==> src/rtl/fifo_push_arbiter_if.sv <==
// Write-side bundle between NB_REQ producers, the push arbiter and one sync_fifo.
// The producer/FIFO side uses the master modport; the arbiter uses slave.
interface fifo_push_arbiter_if #(
  parameter int NB_REQ     = 4,
  parameter int DATA_WIDTH = 8
);
  localparam int ID_W = $clog2(NB_REQ);

  logic [NB_REQ-1:0]            req_valid;
  logic [NB_REQ-1:0]            req_last;
  logic [NB_REQ*DATA_WIDTH-1:0] req_data;
  logic [NB_REQ-1:0]            req_ready;
  logic                         fifo_push;
  logic [DATA_WIDTH-1:0]        fifo_data;
  logic                         fifo_full;
  logic                         grant_valid;
  logic [ID_W-1:0]              grant_id;

  modport master (
    output req_valid, req_last, req_data, fifo_full,
    input  req_ready, fifo_push, fifo_data, grant_valid, grant_id
  );

  modport slave (
    input  req_valid, req_last, req_data, fifo_full,
    output req_ready, fifo_push, fifo_data, grant_valid, grant_id
  );
endinterface

==> src/rtl/fifo_push_arbiter.sv <==
// Round-robin burst arbiter sharing one sync_fifo write port among NB_REQ producers.
// Optional macro FIFO_ARB_BURST_LIMIT_EN caps a grant at MAX_BURST beats.
module fifo_push_arbiter #(
  parameter int NB_REQ     = 4,
  parameter int DATA_WIDTH = 8,
  parameter int MAX_BURST  = 16
) (
  input  logic                aclk,
  input  logic                srst,
  fifo_push_arbiter_if.slave  bus
);
  localparam int ID_W = $clog2(NB_REQ);

  if (NB_REQ < 2 || NB_REQ > 16 || MAX_BURST < 2 || MAX_BURST > 256) begin : g_bad_param
    $error("fifo_push_arbiter: parameter out of range");
  end

  typedef enum logic [0:0] {
    ST_IDLE  = 1'b0,
    ST_GRANT = 1'b1
  } state_t;

  state_t            state_r;
  logic [ID_W-1:0]   grant_id_r;
  logic [ID_W-1:0]   rr_ptr_r;
  logic [ID_W:0]     pick_s;
  logic [ID_W-1:0]   next_ptr_s;
  logic [NB_REQ-1:0] ready_s;
  logic              push_s;
  logic              last_s;
  logic              burst_end_s;

  // Returns {found, index}; scanning downward leaves the smallest circular distance from ptr.
  function automatic logic [ID_W:0] pick_next(input logic [NB_REQ-1:0] valid,
                                              input logic [ID_W-1:0]   ptr);
    logic [ID_W:0] res;
    int            idx;
    res = {1'b0, {ID_W{1'b0}}};
    for (int k = NB_REQ - 1; k >= 0; k--) begin
      idx = int'(ptr) + k;
      if (idx >= NB_REQ) begin
        idx = idx - NB_REQ;
      end else begin
        idx = idx;
      end
      if (valid[idx]) begin
        res = {1'b1, ID_W'(idx)};
      end else begin
        res = res;
      end
    end
    return res;
  endfunction

  assign pick_s     = pick_next(bus.req_valid, rr_ptr_r);
  assign next_ptr_s = (grant_id_r == ID_W'(NB_REQ - 1)) ? {ID_W{1'b0}} : grant_id_r + ID_W'(1);
  assign last_s     = bus.req_last[grant_id_r];

  // Only the granted requester sees ready, and only while the FIFO has room.
  always_comb begin
    ready_s = {NB_REQ{1'b0}};
    if (state_r == ST_GRANT) begin
      ready_s[grant_id_r] = ~bus.fifo_full;
    end else begin
      ready_s = {NB_REQ{1'b0}};
    end
  end

  assign push_s = (state_r == ST_GRANT) & bus.req_valid[grant_id_r] & ~bus.fifo_full;

`ifdef FIFO_ARB_BURST_LIMIT_EN
  localparam int CNT_W = $clog2(MAX_BURST) + 1;
  logic [CNT_W-1:0] burst_cnt_r;
  assign burst_end_s = push_s & (last_s | (burst_cnt_r == CNT_W'(MAX_BURST - 1)));
`else
  assign burst_end_s = push_s & last_s;
`endif

  // Arbitration FSM: latch a winner in IDLE, hold it until its burst ends, then rotate.
  always_ff @(posedge aclk) begin
    if (srst) begin
      state_r    <= ST_IDLE;
      grant_id_r <= {ID_W{1'b0}};
      rr_ptr_r   <= {ID_W{1'b0}};
`ifdef FIFO_ARB_BURST_LIMIT_EN
      burst_cnt_r <= {CNT_W{1'b0}};
`endif
    end else begin
      case (state_r)
        ST_IDLE: begin
          if (pick_s[ID_W]) begin
            grant_id_r <= pick_s[ID_W-1:0];
            state_r    <= ST_GRANT;
`ifdef FIFO_ARB_BURST_LIMIT_EN
            burst_cnt_r <= {CNT_W{1'b0}};
`endif
          end else begin
            state_r <= ST_IDLE;
          end
        end
        ST_GRANT: begin
          if (push_s) begin
`ifdef FIFO_ARB_BURST_LIMIT_EN
            burst_cnt_r <= burst_cnt_r + CNT_W'(1);
`endif
            if (burst_end_s) begin
              rr_ptr_r <= next_ptr_s;
              state_r  <= ST_IDLE;
            end else begin
              state_r <= ST_GRANT;
            end
          end else begin
            state_r <= ST_GRANT;
          end
        end
        default: begin
          state_r <= ST_IDLE;
        end
      endcase
    end
  end

  assign bus.req_ready   = ready_s;
  assign bus.fifo_push   = push_s;
  assign bus.fifo_data   = bus.req_data[int'(grant_id_r)*DATA_WIDTH +: DATA_WIDTH];
  assign bus.grant_valid = (state_r == ST_GRANT);
  assign bus.grant_id    = grant_id_r;
endmodule
==> src/flat_wrapper.sv <==
// flat-port wrapper written by rule: the top's interface ports become plain ports
module fifo_push_arbiter_flat 
#(
  parameter int NB_REQ     = 4,
  parameter int DATA_WIDTH = 8,
  parameter int MAX_BURST  = 16
)
  (aclk, srst, bus_req_valid, bus_req_last, bus_req_data, bus_fifo_full, bus_req_ready, bus_fifo_push, bus_fifo_data, bus_grant_valid, bus_grant_id);
  fifo_push_arbiter_if #(.NB_REQ(NB_REQ), .DATA_WIDTH(DATA_WIDTH)) bus_i ();
  input  logic aclk;
  input  logic srst;
  input wire logic [$bits(bus_i.req_valid)-1:0] bus_req_valid;
  input wire logic [$bits(bus_i.req_last)-1:0] bus_req_last;
  input wire logic [$bits(bus_i.req_data)-1:0] bus_req_data;
  input wire logic [$bits(bus_i.fifo_full)-1:0] bus_fifo_full;
  output wire logic [$bits(bus_i.req_ready)-1:0] bus_req_ready;
  output wire logic [$bits(bus_i.fifo_push)-1:0] bus_fifo_push;
  output wire logic [$bits(bus_i.fifo_data)-1:0] bus_fifo_data;
  output wire logic [$bits(bus_i.grant_valid)-1:0] bus_grant_valid;
  output wire logic [$bits(bus_i.grant_id)-1:0] bus_grant_id;
  assign bus_i.req_valid = bus_req_valid;
  assign bus_i.req_last = bus_req_last;
  assign bus_i.req_data = bus_req_data;
  assign bus_i.fifo_full = bus_fifo_full;
  assign bus_req_ready = bus_i.req_ready;
  assign bus_fifo_push = bus_i.fifo_push;
  assign bus_fifo_data = bus_i.fifo_data;
  assign bus_grant_valid = bus_i.grant_valid;
  assign bus_grant_id = bus_i.grant_id;
  fifo_push_arbiter #(.NB_REQ(NB_REQ), .DATA_WIDTH(DATA_WIDTH), .MAX_BURST(MAX_BURST)) u_core (.aclk(aclk), .srst(srst), .bus(bus_i));
endmodule
==> config.mk <==
export PLATFORM = sky130hd
export DESIGN_NAME = fifo_push_arbiter_flat
export DESIGN_NICKNAME = d
export VERILOG_FILES = /design/src/rtl/fifo_push_arbiter_if.sv /design/src/rtl/fifo_push_arbiter.sv /design/src/flat_wrapper.sv
export SDC_FILE = /design/constraint.sdc
export NUM_CORES = 1
export LEC_CHECK = 0
export CAP_MARGIN = 40
export CORE_MARGIN = 1
export CORE_UTILIZATION = 30
export CTS_CLUSTER_SIZE = 25
export DETAILED_ROUTE_END_ITERATION = 16
export MAX_ROUTING_LAYER = met4
export PLACE_DENSITY = 0.88
export SYNTH_ARGS = -nofsm -noshare
export SYNTH_HDL_FRONTEND = slang
export SYNTH_SLANG_ARGS = --single-unit
==> constraint.sdc <==
create_clock -name aclk -period 2 [get_ports aclk]
set_clock_uncertainty 0.1 [all_clocks]
set_input_delay 0.4 -clock aclk [delete_from_list [all_inputs] [get_ports aclk]]
set_output_delay 0.4 -clock aclk [all_outputs]
set_load 0.1 [all_outputs]
==> flow_summary.json <==
{
  "synth_top_family_by_area": "multiplexers",
  "grt_pass1_vias": 860,
  "cp_max_fo": 5,
  "worstSetupPathType": "flip-flop to output port",
  "fin_cells": 168,
  "cap_viol_max_count": 0,
  "place_congestion": 0.940,
  "synthAdderAreaFrac": 0.0805,
  "min_path_cells": 2,
  "num_antenna_cells": 0,
  "syn-num-nets": 107,
  "worstSkewPairLatency_ns": 0.25,
  "slowest_stage": "mux4_2",
  "cts_sinks": 5,
  "post-route-period-util": 1.01,
  "cts_tree": "yes",
  "synth_simple_gate_area_share": 0.185,
  "drive_above_1_share": 0.461,
  "vias_per_cell": 5.56,
  "synth_top_cell_area_share": 0.326,
  "crit_path_max_incr_delay_ns": 0.55,
  "portBuffers": 58,
  "arrival_ns": 1.52,
  "gr-usage-all-layers": 0.359,
  "num_vias": 934,
  "cts-root-buf": "clkbuf_4",
  "grt_setup_unrepaired": "yes",
  "fin_crit_ns": 2.02,
  "yosys.cell_count.top_type": "mux4_2",
  "cp_data_required_time_ns": 1.50,
  "post_drt_wl_per_cell_um": 21.5,
  "power_density_nw_per_um2": 493,
  "critPathCaptureType": "output port",
  "die_w_um": 47.5,
  "synth_xor_xnor_area_share": 0,
  "hp-class": "flip-flop to flip-flop",
  "reg2reg_slack_ns": 0.09,
  "synth.area.top_cells": "mux4_2 (33%), dfxtp_1 (16%), ha_1 (8.0%), and2_1 (5.0%), mux4_1 (4.2%)",
  "synth_cell_type_count": 26,
  "hold_violations": 0,
  "violations": "setup timing",
  "synth.area.mux_share": 0.386,
  "grt_max_degree": 8,
  "wl_um": 3620,
  "synth_area_um2": 622,
  "synth.ff_latch_count": 5,
  "place_hpwl_um": 2540,
  "synth-seq-area-share": 0.161,
  "max_slew_margin": 0.693,
  "first_iter_violations": 36,
  "slew_violations": 0,
  "synthArstFlopShare": 0,
  "nNetsFinal": 189,
  "synth_cells": 60,
  "syn_avg_cell_area_um2": 10.4,
  "coreArea_um2": 1960,
  "h-tree-depth": 1,
  "r2r_cells": 5,
  "clk_pin_slew_ns": 0.05,
  "die_y_um": 47.5,
  "fillCellCount": 115,
  "finalPower_w": 0.000784,
  "fmax_mhz": 494,
  "yosysTopAreaCell": "mux4_2",
  "overflow": 0,
  "fin_hold_ws_ns": 0.478,
  "ys.flop_type": "dfxtp_1",
  "rows": 16,
  "final_util": 0.812,
  "start_kind": "flip-flop",
  "finalSetupViolCount": 3,
  "synth_compound_area_frac": 0.137,
  "ios": 59,
  "synth_edf_count": 0,
  "first_pass_iters": 4,
  "initial_utilization": 0.317,
  "crit_chain": "buf_12, mux4_2, buf_12",
  "numPlacedInstances": 151,
  "clockBufferDepth": 2,
  "route.detailed.drc": 0,
  "p_leak_nw": 0.722,
  "worst-slew-pin-transition_ns": 0.456,
  "grt_pass1_wl_um": 5040,
  "yosysWarnings": 0,
  "crit_top_cell": "buf_12",
  "antenna_found_initial": 0,
  "setup_ws_ns": -0.0239,
  "finalSetupTns_ns": -0.0373,
  "areaGrowthSynthToFinish_pct": 156,
  "status": "finished with violations",
  "cts-buffers-inserted": 3,
  "ant_nets": 0,
  "die-area_um2": 2260,
  "synth_common_cells": "mux4_2 (9), inv_1 (6), nand2_1 (6)",
  "max-vdd-ir-drop_uv": 506
}
## layout by cell type (no fill, tap or decap), types with 2 or more instances in the layout
cell type,synthesis,layout
dlymetal6s2s_1,0,3
buf_12,0,17
nor3_1,2,2
clkdlybuf4s50_1,0,18
nand2_1,6,6
a21oi_1,3,3
clkdlybuf4s15_1,0,3
dlygate4sd2_1,0,17
dfxtp_4,0,2
inv_1,6,6
nor2b_1,2,2
and2_4,0,4
nor2_1,2,2
mux4_2,9,10
dfxtp_1,5,2
buf_4,0,18
clkbuf_4,0,3
ha_1,4,4
## critical path, delay by kind of cell, from the launching register on
family	cells	cell delay [ns]
buffers and inverters	2	0.32
DFF	1	0.39
muxes	1	0.55
## state kept, by name (all words and copies together) (netlist names)
| name | cells |
|---|---|
| u_core.bus.grant_id | 2 |
| u_core.bus.grant_valid | 1 |
| u_core.rr_ptr_r | 2 |
## per-layer routing
layer | track usage | routed length (um) | part of all wire
met4 | 0.156 | 136 | 0.038
met2 | 0.540 | 1610 | 0.45
met1 | 0.427 | 1330 | 0.37
met5 | - | 0 | 0
met3 | 0.136 | 544 | 0.15
## what timing repair did
action | 4_1_cts | 5_1_grt
endpoints found under the setup margin | 11 | 13
setup buffers | 11 | 2
resized for setup | 23 | 12
hold buffers | 0 | 0
pin swaps | 0 | 1
## final timing paths
path,start,to
worst max-delay path,u_core.bus.grant_id[0],bus_fifo_data[0]
worst min-delay path,u_core.bus.grant_valid,u_core.bus.grant_valid
worst max register to register,u_core.bus.grant_id[0],u_core.rr_ptr_r[0]
worst min register to register,u_core.bus.grant_valid,u_core.bus.grant_valid
## cell type report
cell class                 count  area [um2]  area share
tap                           27        33.8      0.0212
timing repair buffer          79         903       0.567
multi-input combinational     47         498       0.313
clock buffer                   4        26.3      0.0165
inverter                       6        22.5      0.0141
sequential                     5         109      0.0683
## where the power goes
group / switching, W / total (W) / internal (W)
Clock: 0.0000472 / 0.000123 / 0.0000758
Sequential: 0.0000107 / 0.000116 / 0.000106
Combinational: 0.000302 / 0.000545 / 0.000243
## through the flow
| step | instance area [um2] | setup slack [ns] |
|---|---|---|
| 3_3_place_gp | 1460 | -0.237 |
| 6_report | 1590 | -0.0239 |
| 2_1_floorplan | 654 | -0.0354 |
| 4_1_cts | 1560 | 0.00335 |
| 3_5_place_dp | 1460 | -0.345 |
| 5_1_grt | 1590 | -0.0385 |
## kinds of logic after synthesis
group,after synthesis
AND/OR/NAND/NOR,21
adder cells (fa/ha/maj),4
multiplexers,11
AO/OA/AOI/OAI,11
flip-flops,5
buffers and inverters,8
Note: power is estimated with default switching activity, not from simulation.
